<file path="config.mk">
export PLATFORM = sky130hd
export DESIGN_NAME = al_alarm_sequencer
export DESIGN_NICKNAME = d
export VERILOG_FILES = /design/src/rtl/al_alarm_sequencer.sv
export SDC_FILE = /design/constraint.sdc
export NUM_CORES = 1
export LEC_CHECK = 0
export CAP_MARGIN = 20
export CORE_MARGIN = 8
export CORE_UTILIZATION = 30
export CTS_CLUSTER_SIZE = 30
export DETAILED_ROUTE_END_ITERATION = 16
export HOLD_SLACK_MARGIN = 0.06
export SLEW_MARGIN = 20
export SYNTH_ARGS = -nofsm -noshare
export SYNTH_HDL_FRONTEND = slang
export SYNTH_SLANG_ARGS = --single-unit
</file>
<file path="constraint.sdc">
create_clock -name clk -period 3.8 [get_ports clk]
set_input_delay 1.14 -clock clk [delete_from_list [all_inputs] [get_ports clk]]
set_output_delay 1.14 -clock clk [all_outputs]
set_load 0.02 [all_outputs]
</file>
<file path="src/rtl/al_alarm_sequencer.sv">
// Timekeeping and alarm sequencer: 24-hour BCD clock, validated time/alarm loads,
// and the ARMED/RINGING/SNOOZE state machine that drives the buzzer.
module al_alarm_sequencer #(
   parameter int ALARM_DURATION_S = 60,
   parameter int SNOOZE_S         = 300
) (
   input  logic        clk,
   input  logic        reset,
   input  logic        one_second,
   input  logic [15:0] key_buffer,
   input  logic        load_alarm,
   input  logic        load_new_time,
   input  logic        alarm_enable,
   input  logic        snooze,
   input  logic        alarm_off,
   output logic [15:0] cur_time,
   output logic [7:0]  cur_seconds,
   output logic [15:0] alarm_time,
   output logic        sound_alarm,
   output logic        load_error,
   output logic [1:0]  debug_state_out
);

   localparam logic [1:0] IDLE    = 2'd0;
   localparam logic [1:0] ARMED   = 2'd1;
   localparam logic [1:0] RINGING = 2'd2;
   localparam logic [1:0] SNOOZE  = 2'd3;

   logic [15:0] cur_time_q, cur_time_d;
   logic [7:0]  cur_seconds_q, cur_seconds_d;
   logic [15:0] alarm_time_q, alarm_time_d;
   logic [1:0]  state_q, state_d;
   logic [9:0]  timer_q, timer_d;
   logic        load_error_q, load_error_d;
   logic        sound_alarm_q, sound_alarm_d;

   logic        key_valid;
   logic        time_load_ok;
   logic        tick;
   logic        match;
   logic [23:0] time_inc;

   function automatic logic valid_hhmm(input logic [15:0] v);
      valid_hhmm = (v[15:12] <= 4'd2) && (v[11:8] <= 4'd9) &&
                   (v[7:4] <= 4'd5) && (v[3:0] <= 4'd9) &&
                   !((v[15:12] == 4'd2) && (v[11:8] > 4'd3));
   endfunction

   // BCD HHMMSS increment with 23:59:59 -> 00:00:00 wrap.
   function automatic logic [23:0] bcd_inc(input logic [23:0] t);
      logic [3:0] ht, hu, mt, mu, st, su;
      {ht, hu, mt, mu, st, su} = t;
      if (su != 4'd9) su = su + 4'd1;
      else begin
         su = 4'd0;
         if (st != 4'd5) st = st + 4'd1;
         else begin
            st = 4'd0;
            if (mu != 4'd9) mu = mu + 4'd1;
            else begin
               mu = 4'd0;
               if (mt != 4'd5) mt = mt + 4'd1;
               else begin
                  mt = 4'd0;
                  if ((ht == 4'd2) && (hu == 4'd3)) begin
                     ht = 4'd0;
                     hu = 4'd0;
                  end else if (hu != 4'd9) hu = hu + 4'd1;
                  else begin
                     hu = 4'd0;
                     ht = ht + 4'd1;
                  end
               end
            end
         end
      end
      bcd_inc = {ht, hu, mt, mu, st, su};
   endfunction

   always_comb begin
      key_valid     = valid_hhmm(key_buffer);
      time_load_ok  = load_new_time && key_valid;
      tick          = one_second && !time_load_ok;
      time_inc      = bcd_inc({cur_time_q, cur_seconds_q});
      match         = tick && (time_inc[7:0] == 8'h00) && (time_inc[23:8] == alarm_time_q);

      cur_time_d    = cur_time_q;
      cur_seconds_d = cur_seconds_q;
      alarm_time_d  = alarm_time_q;
      state_d       = state_q;
      timer_d       = timer_q;
      load_error_d  = (load_alarm || load_new_time) && !key_valid;

      if (time_load_ok) begin
         cur_time_d    = key_buffer;
         cur_seconds_d = 8'h00;
      end else if (tick) begin
         {cur_time_d, cur_seconds_d} = time_inc;
      end

      if (load_alarm && key_valid) alarm_time_d = key_buffer;

      if (!alarm_enable) begin
         state_d = IDLE;
         timer_d = 10'd0;
      end else begin
         case (state_q)
            IDLE: state_d = ARMED;
            ARMED: begin
               if (match) begin
                  state_d = RINGING;
                  timer_d = 10'(ALARM_DURATION_S);
               end
            end
            RINGING: begin
               if (alarm_off) state_d = ARMED;
               else if (snooze) begin
                  state_d = SNOOZE;
                  timer_d = 10'(SNOOZE_S);
               end else if (one_second && (timer_q != 10'd0)) begin
                  timer_d = timer_q - 10'd1;
                  if (timer_q == 10'd1) state_d = ARMED;
               end
            end
            SNOOZE: begin
               if (alarm_off) state_d = ARMED;
               else if (one_second && (timer_q != 10'd0)) begin
                  if (timer_q == 10'd1) begin
                     state_d = RINGING;
                     timer_d = 10'(ALARM_DURATION_S);
                  end else begin
                     timer_d = timer_q - 10'd1;
                  end
               end
            end
            default: state_d = IDLE;
         endcase
      end

      sound_alarm_d = (state_d == RINGING);
   end

   always_ff @(posedge clk or negedge reset) begin
      if (!reset) begin
         cur_time_q    <= 16'h0000;
         cur_seconds_q <= 8'h00;
         alarm_time_q  <= 16'h0000;
         state_q       <= IDLE;
         timer_q       <= 10'd0;
         load_error_q  <= 1'b0;
         sound_alarm_q <= 1'b0;
      end else begin
         cur_time_q    <= cur_time_d;
         cur_seconds_q <= cur_seconds_d;
         alarm_time_q  <= alarm_time_d;
         state_q       <= state_d;
         timer_q       <= timer_d;
         load_error_q  <= load_error_d;
         sound_alarm_q <= sound_alarm_d;
      end
   end

   assign cur_time        = cur_time_q;
   assign cur_seconds     = cur_seconds_q;
   assign alarm_time      = alarm_time_q;
   assign sound_alarm     = sound_alarm_q;
   assign load_error      = load_error_q;
   assign debug_state_out = state_q;

endmodule

</file>
======== Word level (Yosys, flattened, before mapping) ========
Cells that the tools add are included.
cells by class
  add/subtract/negate cells ............... 7
  multiply operators ...................... 0
  divide/modulo/power cells ............... 0
  magnitude comparators ................... 5
  eq/ne operators ......................... 20
  shifts and indexed selects .............. 0
  multiplexer cells ....................... 45
  bitwise gates (word level) .............. 0
  reductions and logical operators ........ 22
operators by type and width
  kind                                                                      number
  4-bit two-way mux                                                         22
  10-bit two-way mux                                                        8
  16-bit two-way mux                                                        2
  10-bit one-hot mux with 3 select lines                                    1
  4-bit by 1-bit adder with 4-bit output (second input constant)            6
  2-bit two-way mux                                                         9
  16-bit equality test                                                      1
  8-bit two-way mux                                                         2
  4-bit inequality test (second input constant)                             4
  1-bit logical AND                                                         13
  4-bit by 2-bit equality test with 1-bit output (second input constant)    3
  3-bit inequality test (second input constant)                             4
  10-bit by 1-bit equality test with 1-bit output (second input constant)   1
  10-bit nonzero test                                                       1
  10-bit by 1-bit subtractor with 10-bit output (second input constant)     1
  4-bit <= comparator (second input constant)                               2
  8-bit logical NOT                                                         1
  4-bit by 3-bit inequality test with 1-bit output (second input constant)  2
  2-bit one-hot mux with 4 select lines                                     1
  2-bit equality test (second input constant)                               3
  6-bit AND reduction                                                       1
  4-bit by 2-bit > comparator with 1-bit output (second input constant)     1
  4-bit by 2-bit <= comparator with 1-bit output (second input constant)    1
  4-bit by 3-bit <= comparator with 1-bit output (second input constant)    1
  other kinds (6)                                                           8
storage, ports and cells
  flip-flop bits (word level) ............. 54
  latch bits .............................. 0
  bits in writable memories ............... 0
  ROM bits ................................ 0
  input bits .............................. 24
  output and inout bits ................... 44
  word-level logic and storage cells ...... 106
  memories ................................ 0

======== Depth between registers and ports, before layout ========
Gate-level depths: netlist of run 1.
  depth after elaboration ................. 14
  depth in mapped cells ................... 14
  mapped depth without buffers ............ 11

======== Least setup slack after synthesis of run 1 ========
Ideal clock, no wire load.
  kind .................................... input port to flip-flop
  start ................................... input one_second
  end ..................................... register timer_q[9]
  setup time .............................. 130 ps
  data arrival time ....................... 3214 ps
  data required time ...................... 3670 ps
  setup slack ............................. 456 ps
  stages .................................. 10
  path buffers ............................ 1
  cells stage by stage .................... nand2_1 > or4b_1 > a31oi_1 > o2111ai_1 > or4_4 > a2111oi_4 > a21oi_2 > buf_6 > o211ai_1 > o41ai_1
on the way
  longest elaborated chain between the ends .. 5
  elaborated cells on any way between the ends .. 8
  those cells by class .................... 3 x eq/ne; 5 x reduce/logical
RTL lines
  item                             RTL line  text
  start: declaration               9         input logic one_second,
  1-bit logical AND                83        tick = one_second && !time_load_ok;
  1-bit logical AND (2 in a row)   85        match = tick && (time_inc[7:0] == 8'h00) && (time_inc[23:8] == alarm_time_q);
  3-bit inequality test (no line)  --
  6-bit AND reduction (no line) *  --
  end signal: assignment           157       timer_q <= timer_d;
  end: declaration                 33        logic [9:0] timer_q, timer_d;
Mark *: on every way between the ends. The rest lies on a longest branch, timed or not.
A chain may end at the register's enable or synchronous reset.

======== Worst setup path in the final report of run 1 ========
  start ................................... input one_second
  end ..................................... register state_q[0] (netlist: debug_state_out[0])
on the way
  longest elaborated chain between the ends .. 6
  elaborated cells on any way between the ends .. 12
  those cells by class .................... 8 x mux; 4 x reduce/logical
RTL lines
  item                                                           RTL line      text
  1-bit logical AND, on equally long branches                    120, 127, 83
  2-bit two-way mux / 1-bit logical AND (equally long branches)  120, 85
  2-bit two-way mux / 1-bit logical AND (equally long branches)  117, 85
  2-bit two-way mux, on equally long branches                    116, 110
  2-bit one-hot mux with 4 select lines *                        107           case (state_q)
  2-bit two-way mux *                                            103           if (!alarm_enable) begin
  named net state_d[0]                                           32            logic [1:0] state_q, state_d;
  end signal: assignment                                         156           state_q <= state_d;
  end: declaration                                               32
Mark *: on every way through the listed nets, which the timed path passes. The rest lies on a longest branch.

==> flow_summary.yaml, run 1 <==
worst_setup_path:
  crit_buf_inv: 1
  cp.arrival_ps: 3840
  slowest_delay_ps: 540
  crit_required_ps: 3980
  cp-end-kind: "flip-flop"
  r2r-start: "cur_time[0]"
  cp-start-kind: "input pin"
  reg2reg_slack_ps: 370
  r2r_end: "timer_q[7]"
  cp_slowest_cell: "or4b_1"
  crit_family: "simple AND/OR/NAND/NOR gates"
  reg2regPathDepth: 10
  cp_cell_sequence: "clkdlybuf4s50_1 -> nand2_1 -> or4b_1 -> a31oi_1 -> o2111ai_1 -> or4_4 -> a2111oi_4 -> and4_1 -> a211oi_1 -> and2_1"
  cp_max_fo: 2
  crit_type: "input pin to flip-flop"
  cp.depth: 10
timing:
  tightestPinTransition_ps: 506
  min_period_ps: 3660
  hold-worst-slack_ps: 536
  setup_viol: 0
  maxSlewViolCount: 0
  skew_ps: 6.56
  slew_headroom_pct: 65.4
  hold_viol_final: 0
  fmax_ghz: 0.273
  setup-tns-final_ps: 0
  rsz0062_at_grt: "false"
  fin_crit_sh_pct: 96.4
synth:
  syn_area_mm2: 0.00359
  yosysWarnings: 0
  synth_edf_count: 0
  yosysMostFrequentCell: "dfrtp_1"
  synth_top_area_cell: "dfrtp_1"
  synth.top_cells.by_count: "54 x dfrtp_1, 36 x nor2_1, 27 x nand2_1, 27 x o21ai_0, 25 x a21oi_1"
  synth_seq_cells: 54
  synthCells: 391
  yosysSeqAreaShare_pct: 37.7
  post_synth_num_cell_types: 66
  yosysTopAreaCellShare_pct: 37.7
  synth.net_count: 425
  ys.flop_type: "dfrtp_1"
  yosys-top-cells-area: "dfrtp_1 38%, nor2_1 3.8%, o21ai_0 3.8%"
  avgSynthCellArea_um2: 9.18
  async_reset_ff_share_pct: 100
worst_hold_path:
  worstHoldPathType: "flip-flop to flip-flop"
  min_from: "timer_q[1]"
  holdPathStages: 2
  whs_endpoint: "timer_q[1]"
run_status:
  status: "complete, no violations"
place:
  placedCellCount: 595
  dpl-instance-area_mm2: 0.00443
  portBuffers: 67
  place_congestion: 0.855
  hpwl_um: 7740
clocking:
  clk_latency_ps: 290
  cts.clk_slew.worst_paths_ps: 70
  clock_path_buffers: 2
  cts-root-buf: "clkbuf_16"
  h-tree-depth: 2
  cts_tree: "done"
  cts_sinks: 54
  cts_buffers: 5
  ctsHoldBuffers: 0
floorplan:
  die_h_um: 125
  start_util_pct: 30.3
  io_pins: 68
  die_x_um: 125
  std_cell_rows: 40
  die_area_mm2: 0.0157
  coreArea_mm2: 0.0119
detailed_routing:
  vias: 3242
  drt_pass1_iterations: 4
  routed_wl_um: 10300
  antenna_left: 0
  drc: 0
  viasPerCell: 5.38
  drtIter0Drc: 215
  post_drt_wl_per_cell_um: 17.0
global_route:
  overflow: 0
  grt_max_degree: 55
  grtUsageTotal_pct: 13.4
  grt_pass1_vias: 3222
  antenna_found_initial: 0
  grt_pass1_wl_um: 17200
pwr:
  switching_share_pct: 37.4
  p_int_mw: 1.32
  ir_worst_vdd_uv: 175
  p_comb_share_pct: 37.7
  p_per_area_mw_per_mm2: 462
  switchingPower_mw: 0.792
  p_leak_nw: 1.85
  p_clk_share_pct: 22.2
  seqPwrFrac_pct: 40.1
job:
  maxCapViolCount: 0
finish:
  final_util_pct: 38.6
  drive_gt1_share_pct: 8.77
  synthToLayoutAreaGrowth_pct: 27.8
  n_antenna_cell: 0
  fin_nets: 489
  final_cells: 603
  final_cell_area_mm2: 0.00458
layout by cell type (no fill, tap or decap), types with 8 or more instances in the layout:
| master | netlist | routed |
|---|---|---|
| a21oi_1 | 25 | 25 |
| and3_1 | 11 | 11 |
| clkdlybuf4s50_1 | 0 | 66 |
| dfrtp_1 | 54 | 54 |
| ha_1 | 10 | 10 |
| inv_1 | 10 | 10 |
| mux2_2 | 12 | 12 |
| mux2i_1 | 8 | 8 |
| nand2_1 | 27 | 27 |
| nand3_1 | 12 | 12 |
| nor2_1 | 36 | 36 |
| nor3_1 | 13 | 13 |
| o21ai_0 | 27 | 27 |
| xnor2_1 | 14 | 14 |
worst max-delay path by stage:
| stage | startpoint | endpoint | slack, ps |
|---|---|---|---|
| final | one_second | debug_state_out[0] | 140 |
| after global routing | one_second | timer_q[7] | 20 |
| after CTS | one_second | timer_q[7] | 70 |
| after detailed placement | one_second | timer_q[9] | -230 |
| after global placement | one_second | timer_q[9] | -150 |
| after floorplan | one_second | timer_q[9] | 460 |
sequential cells by signal (all words and copies together), names as in the netlist:
signal           flops
alarm_time          16
cur_time            16
timer_q             10
cur_seconds          8
debug_state_out      2
load_error           1
sound_alarm          1
routing by layer:
| metal | GRT usage, % | part of all wire, % | vias to the layer above |
|---|---|---|---|
| met3 | 3.91 | 5.7 | 6 |
| met5 | 0 | 0 | - |
| met1 | 16.7 | 46 | 1581 |
| li1 | - | - | 1580 |
| met2 | 22.0 | 48 | 75 |
| met4 | 3.51 | 0.93 | 0 |
worst min-delay path, stage by stage, from the launching register on:
cell,delay (ps)
dfrtp_1,370
nand3_1,70
o21ai_0,60
what timing repair did:
item / 4_1_cts / 5_1_grt
endpoints found under the hold margin: 0 / 0
buffers inserted: 0 / 0
endpoints found under the setup margin: 0 / 7
resized for setup: 0 / 1
kinds of logic after synthesis:
group | Yosys count | synth area share (%)
AND/OR/NAND/NOR | 158 | 25.6
AO/OA/AOI/OAI | 101 | 18.7
flip-flops | 54 | 37.7
buffers and inverters | 27 | 3.45
XOR/XNOR | 21 | 5.13
multiplexers | 20 | 6.00
adder cells (fa/ha/maj) | 10 | 3.49
stage by stage:
step | setup slack [ps] | power, mW
after floorplan | 456 | 1.30
after global placement | -150 | 1.66
after detailed placement | -228 | 1.67
after CTS | 67.0 | 2.15
after global routing | 15.2 | 2.26
final | 136 | 2.12
power by group through the flow:
| stage | Clock, mW | Sequential (mW) | Combinational (mW) |
|---|---|---|---|
| after floorplan | 0 | 0.908 | 0.390 |
| after detailed placement | 0 | 0.863 | 0.805 |
| after global placement | 0 | 0.861 | 0.801 |
| final | 0.469 | 0.850 | 0.798 |
| after CTS | 0.487 | 0.852 | 0.809 |
| after global routing | 0.506 | 0.878 | 0.874 |
area by class of cell:
class / instances / area (um^2)
clock buffers: 7 / 143
inverters: 10 / 37.5
well taps: 147 / 184
multi-input cells: 310 / 2120
clock inverters: 1 / 5.00
fillers: 1157 / 7280
repair buffers: 74 / 743
flip-flops and latches: 54 / 1350
(Power assumes the default switching activity.)
==> run 2: changes to the inputs <==
--- a/config.mk
+++ b/config.mk
@@ -10,7 +10,10 @@
 export CORE_UTILIZATION = 30
 export CTS_CLUSTER_SIZE = 30
 export DETAILED_ROUTE_END_ITERATION = 16
+export GPL_ROUTABILITY_DRIVEN = 0
 export HOLD_SLACK_MARGIN = 0.06
+export SETUP_SLACK_MARGIN = 0.1
+export SKIP_CTS_REPAIR_TIMING = 1
 export SLEW_MARGIN = 20
 export SYNTH_ARGS = -nofsm -noshare
 export SYNTH_HDL_FRONTEND = slang
==> run 2 against run 1 <==
  * Clock-buffer cell count did not move
  * Via count rose by 0.65%
  * Total power rose by 0.42%
  * Register-to-register slack barely moved
  * Sequential share of layout area fell by 0.15 points
==> flow_summary.yaml, run 2 (synthesized netlist as in run 1, its figures left out) <==
clocking:
  h-tree-depth: 2
  clock_path_buffers: 2
  cts_sinks: 54
  cts_tree: "done"
  cts-root-buf: "clkbuf_16"
  cts_buffers: 5
  cts.clk_slew.worst_paths_ps: 70
  clk_latency_ps: 290
global_route:
  grt_pass1_wl_um: 17200
  grt_pass1_vias: 3222
  antenna_found_initial: 0
  overflow: 0
  grtUsageTotal_pct: 13.4
  grt_max_degree: 55
detailed_routing:
  routed_wl_um: 10400
  post_drt_wl_per_cell_um: 17.2
  vias: 3263
  drtIter0Drc: 214
  viasPerCell: 5.39
  drt_pass1_iterations: 4
  drc: 0
  antenna_left: 0
worst_setup_path:
  reg2regPathDepth: 11
  cp.depth: 11
  cp-startpoint: "cur_time[8]"
  slowest_delay_ps: 520
  cp.arrival_ps: 3600
  r2r-start: "cur_time[8]"
  crit_type: "flip-flop to flip-flop"
  crit_family: "compound AO/OA/AOI/OAI gates"
  crit_path_end: "timer_q[7]"
  r2r_end: "timer_q[7]"
  cp_max_fo: 7
  cp_slowest_cell: "or4_4"
  cp-end-kind: "flip-flop"
  crit_buf_inv: 1
  cp_cell_sequence: "ha_1 -> nor4b_2 -> a21oi_1 -> a221oi_1 -> o2111ai_1 -> or4_4 -> a2111oi_4 -> buf_4 -> a21oi_4 -> o211ai_1 -> o21ai_1"
  crit_required_ps: 3970
  cp-start-kind: "flip-flop"
  reg2reg_slack_ps: 370
timing:
  maxSlewViolCount: 0
  skew_ps: 6.06
  rsz0062_at_grt: "true"
  fin_crit_sh_pct: 90.4
  setup_slack_ps: 366
  min_period_ps: 3430
  slew_headroom_pct: 64.2
  setup-tns-final_ps: 0
  hold_viol_final: 0
  setup_viol: 0
  fmax_ghz: 0.291
  tightestPinTransition_ps: 535
finish:
  fin_nets: 491
  drive_gt1_share_pct: 9.39
  final_common_cell: "clkdlybuf4s50_1"
  multiInputGateArea_mm2: 0.00213
  final_cell_area_mm2: 0.00461
  fill_cells: 1154
  final_cells: 605
  synthToLayoutAreaGrowth_pct: 28.4
  final_cell_mix: "65 x clkdlybuf4s50_1, 54 x dfrtp_1, 36 x nor2_1, 27 x o21ai_0, 27 x nand2_1"
  n_antenna_cell: 0
  ff_latch_area_mm2: 0.00135
pwr:
  p_leak_nw: 1.87
  power_mw: 2.13
  p_per_area_mw_per_mm2: 461
  ir_worst_vdd_uv: 175
place:
  pre_cts_slack_ps: -228
  dpl-instance-area_mm2: 0.00443
  placedCellCount: 595
  portBuffers: 67
  hpwl_um: 7740
floorplan:
  io_pins: 68
  coreArea_mm2: 0.0119
  std_cell_rows: 40
  die_area_mm2: 0.0157
  start_util_pct: 30.3
  die_h_um: 125
  die_x_um: 125
worst_hold_path:
  holdPathStages: 2
  worstHoldPathType: "flip-flop to flip-flop"
run_status:
  status: "complete, no violations"
job:
  maxCapViolCount: 0
-- run 2: cell count changes in the layout (fill, tap and decap cells not counted), sizes merged --
| cell | change |
|---|---|
| a21oi | +1 |
| dlymetal6s2s | +1 |
| buf | +1 |
| clkdlybuf4s50 | -1 |
-- run 2: metal layers --
metal	track usage, %	wire length [um]
met1	16.7	4660
met2	22.0	4990
met5	0	0
met3	3.91	620
met4	3.51	112
-- run 2: stage by stage --
| stage | hold slack [ps] | utilization [%] |
|---|---|---|
| after global routing | 578 | 38.9 |
| after CTS | 536 | 38.6 |
| after detailed placement | 519 | 37.3 |
| after global placement | 502 | 37.3 |
| final | 537 | 38.9 |
| after floorplan | 478 | - |
-- run 2: where the power goes --
group / switching, mW / internal, mW
Combinational: 0.409 / 0.396
Sequential: 0.181 / 0.670
Clock: 0.209 / 0.262
Total: 0.799 / 1.33
-- run 2: layout make-up --
class | count | share of cell area [%]
clock buffer | 7 | 3.10
clock inverter | 1 | 0.109
inverter | 10 | 0.815
multi-input combinational | 311 | 46.3
sequential | 54 | 29.3
tap | 147 | 3.99
timing repair buffer | 75 | 16.3
-- run 2: how the worst min path moves through the flow --
stage / from / to
CTS: timer_q[1] / timer_q[1]
global route: timer_q[9] / timer_q[9]
global placement: timer_q[1] / timer_q[1]
floorplan: timer_q[9] / timer_q[9]
finish: timer_q[1] / timer_q[1]
detailed placement: timer_q[1] / timer_q[1]
-- run 2: tightest hold or removal path: cells and delay by family, from the launching register on --
family          cells  cell delay [ps]
compound gates      1               60
flops               1              370
simple gates        1               70
==> run 3: changes to the inputs <==
--- a/config.mk
+++ b/config.mk
@@ -7,7 +7,8 @@
 export LEC_CHECK = 0
 export CAP_MARGIN = 20
 export CORE_MARGIN = 8
-export CORE_UTILIZATION = 30
+export CORE_UTILIZATION = 34
+export CTS_BUF_LIST = sky130_fd_sc_hd__clkbuf_2
 export CTS_CLUSTER_SIZE = 30
 export DETAILED_ROUTE_END_ITERATION = 16
 export GPL_ROUTABILITY_DRIVEN = 0
==> run 3 against run 2 <==
  * Cell count down 1.8%
  * Core utilization up 4.4 points
  * Non-clock buffer count up 1
  * Clock power down 52%
  * Highest routed layer unchanged
==> flow_summary.yaml, run 3 (synthesized netlist as in run 1, its figures left out) <==
worst_hold_path:
  min_from: "timer_q[9]"
  worstHoldPathType: "flip-flop to flip-flop"
clocking:
  cts_sinks: 54
  clk_latency_ps: 440
  cts.clk_slew.worst_paths_ps: 280
  h-tree-depth: 2
  cts_tree: "done"
  clock_path_buffers: 2
  cts_buffers: 5
  cts-root-buf: "clkbuf_2"
timing:
  maxSlewViolCount: 0
  tightestPinTransition_ps: 589
  fmax_ghz: 0.285
  hold_viol_final: 0
  fin_crit_sh_pct: 92.3
  setup_slack_ps: 293
  setup-tns-final_ps: 0
  rsz0062_at_grt: "false"
  min_period_ps: 3510
  setup_viol: 0
  hold-worst-slack_ps: 547
  skew_ps: 28.6
  slew_headroom_pct: 60.7
worst_setup_path:
  reg2reg_slack_ps: 350
  cp_max_fo: 13
  cp-end-kind: "flip-flop"
  cp-startpoint: "one_second"
  cp.arrival_ps: 3870
  cp_slowest_cell: "or4b_1"
  cp-start-kind: "input pin"
  crit_buf_inv: 1
  cp.depth: 10
  r2r-start: "cur_time[1]"
  crit_family: "compound AO/OA/AOI/OAI gates"
  crit_path_end: "timer_q[9]"
  cp_cell_sequence: "clkdlybuf4s50_1 -> nand2_1 -> or4b_1 -> a31oi_1 -> o2111ai_1 -> or4_4 -> a2111oi_4 -> a21oi_2 -> o211ai_1 -> o41ai_1"
  slowest_delay_ps: 560
  reg2regPathDepth: 11
  crit_type: "input pin to flip-flop"
  r2r_end: "timer_q[9]"
  crit_required_ps: 4170
floorplan:
  die_h_um: 119
  die_area_mm2: 0.0141
  io_pins: 68
  die_x_um: 119
  coreArea_mm2: 0.0103
  std_cell_rows: 37
  start_util_pct: 34.9
finish:
  fill_cells: 1047
  ff_latch_area_mm2: 0.00135
  final_cell_mix: "66 x clkdlybuf4s50_1, 54 x dfrtp_1, 36 x nor2_1, 27 x o21ai_0, 27 x nand2_1"
  multiInputGateArea_mm2: 0.00211
  drive_gt1_share_pct: 9.17
  n_antenna_cell: 0
  fin_nets: 491
  final_cells: 594
  final_util_pct: 43.3
  synthToLayoutAreaGrowth_pct: 23.9
  final_common_cell: "clkdlybuf4s50_1"
detailed_routing:
  viasPerCell: 5.41
  drc: 0
  antenna_left: 0
  drt_pass1_iterations: 4
  drtIter0Drc: 189
  vias: 3213
  routed_wl_um: 10200
  post_drt_wl_per_cell_um: 17.1
global_route:
  grt_max_degree: 29
  grt_pass1_vias: 3207
  antenna_found_initial: 0
  overflow: 0
  grtUsageTotal_pct: 14.2
  grt_pass1_wl_um: 16600
run_status:
  status: "complete, no violations"
pwr:
  p_per_area_mw_per_mm2: 423
  p_leak_nw: 1.81
  ir_worst_vdd_uv: 240
place:
  placedCellCount: 586
  portBuffers: 67
  pre_cts_slack_ps: -202
  hpwl_um: 7810
job:
  maxCapViolCount: 0
[run 3: changes by cell type in the layout (fill, tap and decap cells not counted), sizes merged]
cell           before  now
clkinv              1    2
buf                 9   10
a21oi              28   27
clkdlybuf4s50      65   66
clkbuf              7    6
dlymetal6s2s        1    0
[run 3: through the flow]
stage | instance area [um^2] | power [mW]
3_3_place_gp | 4410 | 1.65
6_report | 4450 | 1.88
3_5_place_dp | 4410 | 1.67
2_1_floorplan | 3590 | 1.30
5_1_grt | 4450 | 2.01
4_1_cts | 4440 | 1.90
[run 3: worst reg2reg max path, cell delays in order, from the launching register on]
cell and delay [ps]:
dfrtp_1 500, inv_1 100, ha_1 160, and3b_1 440, nand4_2 310, nor4_1 360, o211ai_1 130, or4_4 510
a2111oi_4 320, a21oi_2 230, o211ai_1 220, o41ai_1 100
[run 3: per-layer routing]
| metal | GRT usage [%] | share of wire, % | wire [um] | up-vias |
|---|---|---|---|---|
| met5 | 0 | 0 | 0 | - |
| met4 | 3.48 | 0.89 | 91 | 0 |
| met3 | 3.95 | 5.0 | 510 | 10 |
| met2 | 22.9 | 46 | 4710 | 70 |
| met1 | 18.3 | 48 | 4860 | 1555 |
| li1 | - | - | - | 1578 |
[run 3: worst min path at each step]
stage,endpoint,depth (start not counted)
CTS,timer_q[9],1
global route,timer_q[9],1
floorplan,timer_q[9],1
detailed placement,timer_q[9],1
global placement,timer_q[9],1
finish,timer_q[9],1
[run 3: report_power, final]
| part | switching (mW) | internal, mW | leakage [nW] |
|---|---|---|---|
| logic | 0.415 | 0.395 | 1.08 |
| clock network | 0.180 | 0.0453 | 0.0304 |
| registers | 0.174 | 0.669 | 0.704 |
[run 3: cell type report]
class / count / area share (%)
multi-input combinational: 310 / 47.6
sequential: 54 / 30.4
timing repair buffer: 76 / 16.5
tap: 136 / 3.83
inverter: 10 / 0.844
clock buffer: 6 / 0.675
clock inverter: 2 / 0.197
==> edit, RTL diff (config.mk and constraints of run 3) <==
Change the parameter `SNOOZE_S` from 300 to 150.
--- a/src/rtl/al_alarm_sequencer.sv
+++ b/src/rtl/al_alarm_sequencer.sv
@@ -3,5 +3,5 @@
 module al_alarm_sequencer #(
    parameter int ALARM_DURATION_S = 60,
-   parameter int SNOOZE_S         = 300
+   parameter int SNOOZE_S         = 150
 ) (
    input  logic        clk,
Check against the original RTL: no difference found for any inputs over 10 cycles, from zero or initial values and one cycle with reset low; that may be too few to reach the edited logic, so the function may still have changed.
==> edit against run 3 <==
Synthesized area up 4.1%; cell area up 5.3%; total power down 1.3%; utilization up 0.13 points; via count up 6.7%; wire length up 4.5%; sequential cell count unchanged; worst hold slack better by 33 ps; setup slack better by 50 ps; cell count up 8.1%; critical path type is now register to register; largest power group unchanged.
==> edit: results (changes against run 3) <==
| Metric | Value |
|---|---|
| Post-Synth Adder-Cell Area | `0.0335 (-0.00137)` |
| Mapped Cells | `422 (+7.9%)` |
| Setup Skew | `24.8 ps (-3.80 ps)` |
| Placed Cells | `632 (+7.8%)` |
| Min-delay src | `timer_q[1]` |
| Tightest Pin Transition | `622 ps (+32.2 ps)` |
| Clock transition at the registers of the reported paths | `300 ps (+20 ps)` |
| Final nets | `534 (+8.8%)` |
| 1st-iter DRT viols | `269 (+42%)` |
| Final hold slack | `580 ps (+33.2 ps)` |
| Global-route wire length before repair | `17,500 µm (+5.5%)` |
| Worst-Skew Late Latency | `460 ps (+20 ps)` |
| Register area share after synthesis | `0.362 (-0.0148)` |
| WHS Path Cells | `2 (+1)` |
| Pint | `1.10 mW (-0.67%)` |
| Max incr delay on CP | `520 ps (-40 ps)` |
| Post-synthesis xor/xnor area fraction | `0.0422 (-0.00904)` |
| Count of different cell masters after synthesis | `63 (-4.5%)` |
| CP max stage cell | `dfrtp_1` |
| Worst reg2reg endpoint | `timer_q[1]` |
| Antenna violations before repair | `1 (+1)` |
| Status | `finished, final reports clean` |
| Layout cells sized above 1 | `0.114 (+0.0221)` |
| Worst path arrival time | `3880 ps (about the same)` |
| DR vias | `3,429 (+6.7%)` |
| Syn Nets | `456 (+7.3%)` |
| Combinational share of power | `0.427 (-0.004)` |
| Maximum VDD drop | `153 µV (-36%)` |
| Largest net degree at the start of global routing | `37 (+28%)` |
| Seq group | `825 µW (-2%)` |
| Placed cell areas | `0.00463 mm² (+5.1%)` |
| Drt wl/cell | `16.5 µm (-3.3%)` |
| Post-synthesis compound-gate area fraction | `0.188 (+0.000701)` |
edit: per-layer routing:
metal  vias up  global-route usage  wire length, µm
met1      1611               0.195             5070
met5         -                   0                0
met3        13              0.0261              433
met4         0              0.0437              189
met2        96               0.238             4940
li1       1709                   -                -
edit: layout make-up:
cell class              count  area share
multi-input cells         336       0.476
repair buffers             89       0.177
flip-flops and latches     54       0.289
clock inverters             3     0.00347
clock buffers               5     0.00534
well taps                 140      0.0374
diodes                      1    0.000534
inverters                  14      0.0112
edit: worst max-delay path by stage:
stage,startpoint,end,slack (ps),cells past startpoint
after floorplan,one_second,timer_q[2],320,10
after global placement,one_second,timer_q[1],-30,11
after detailed placement,one_second,timer_q[1],-110,11
after CTS,cur_time[1],timer_q[1],310,13
after global routing,cur_time[1],timer_q[1],70,13
final,cur_time[1],timer_q[1],340,13
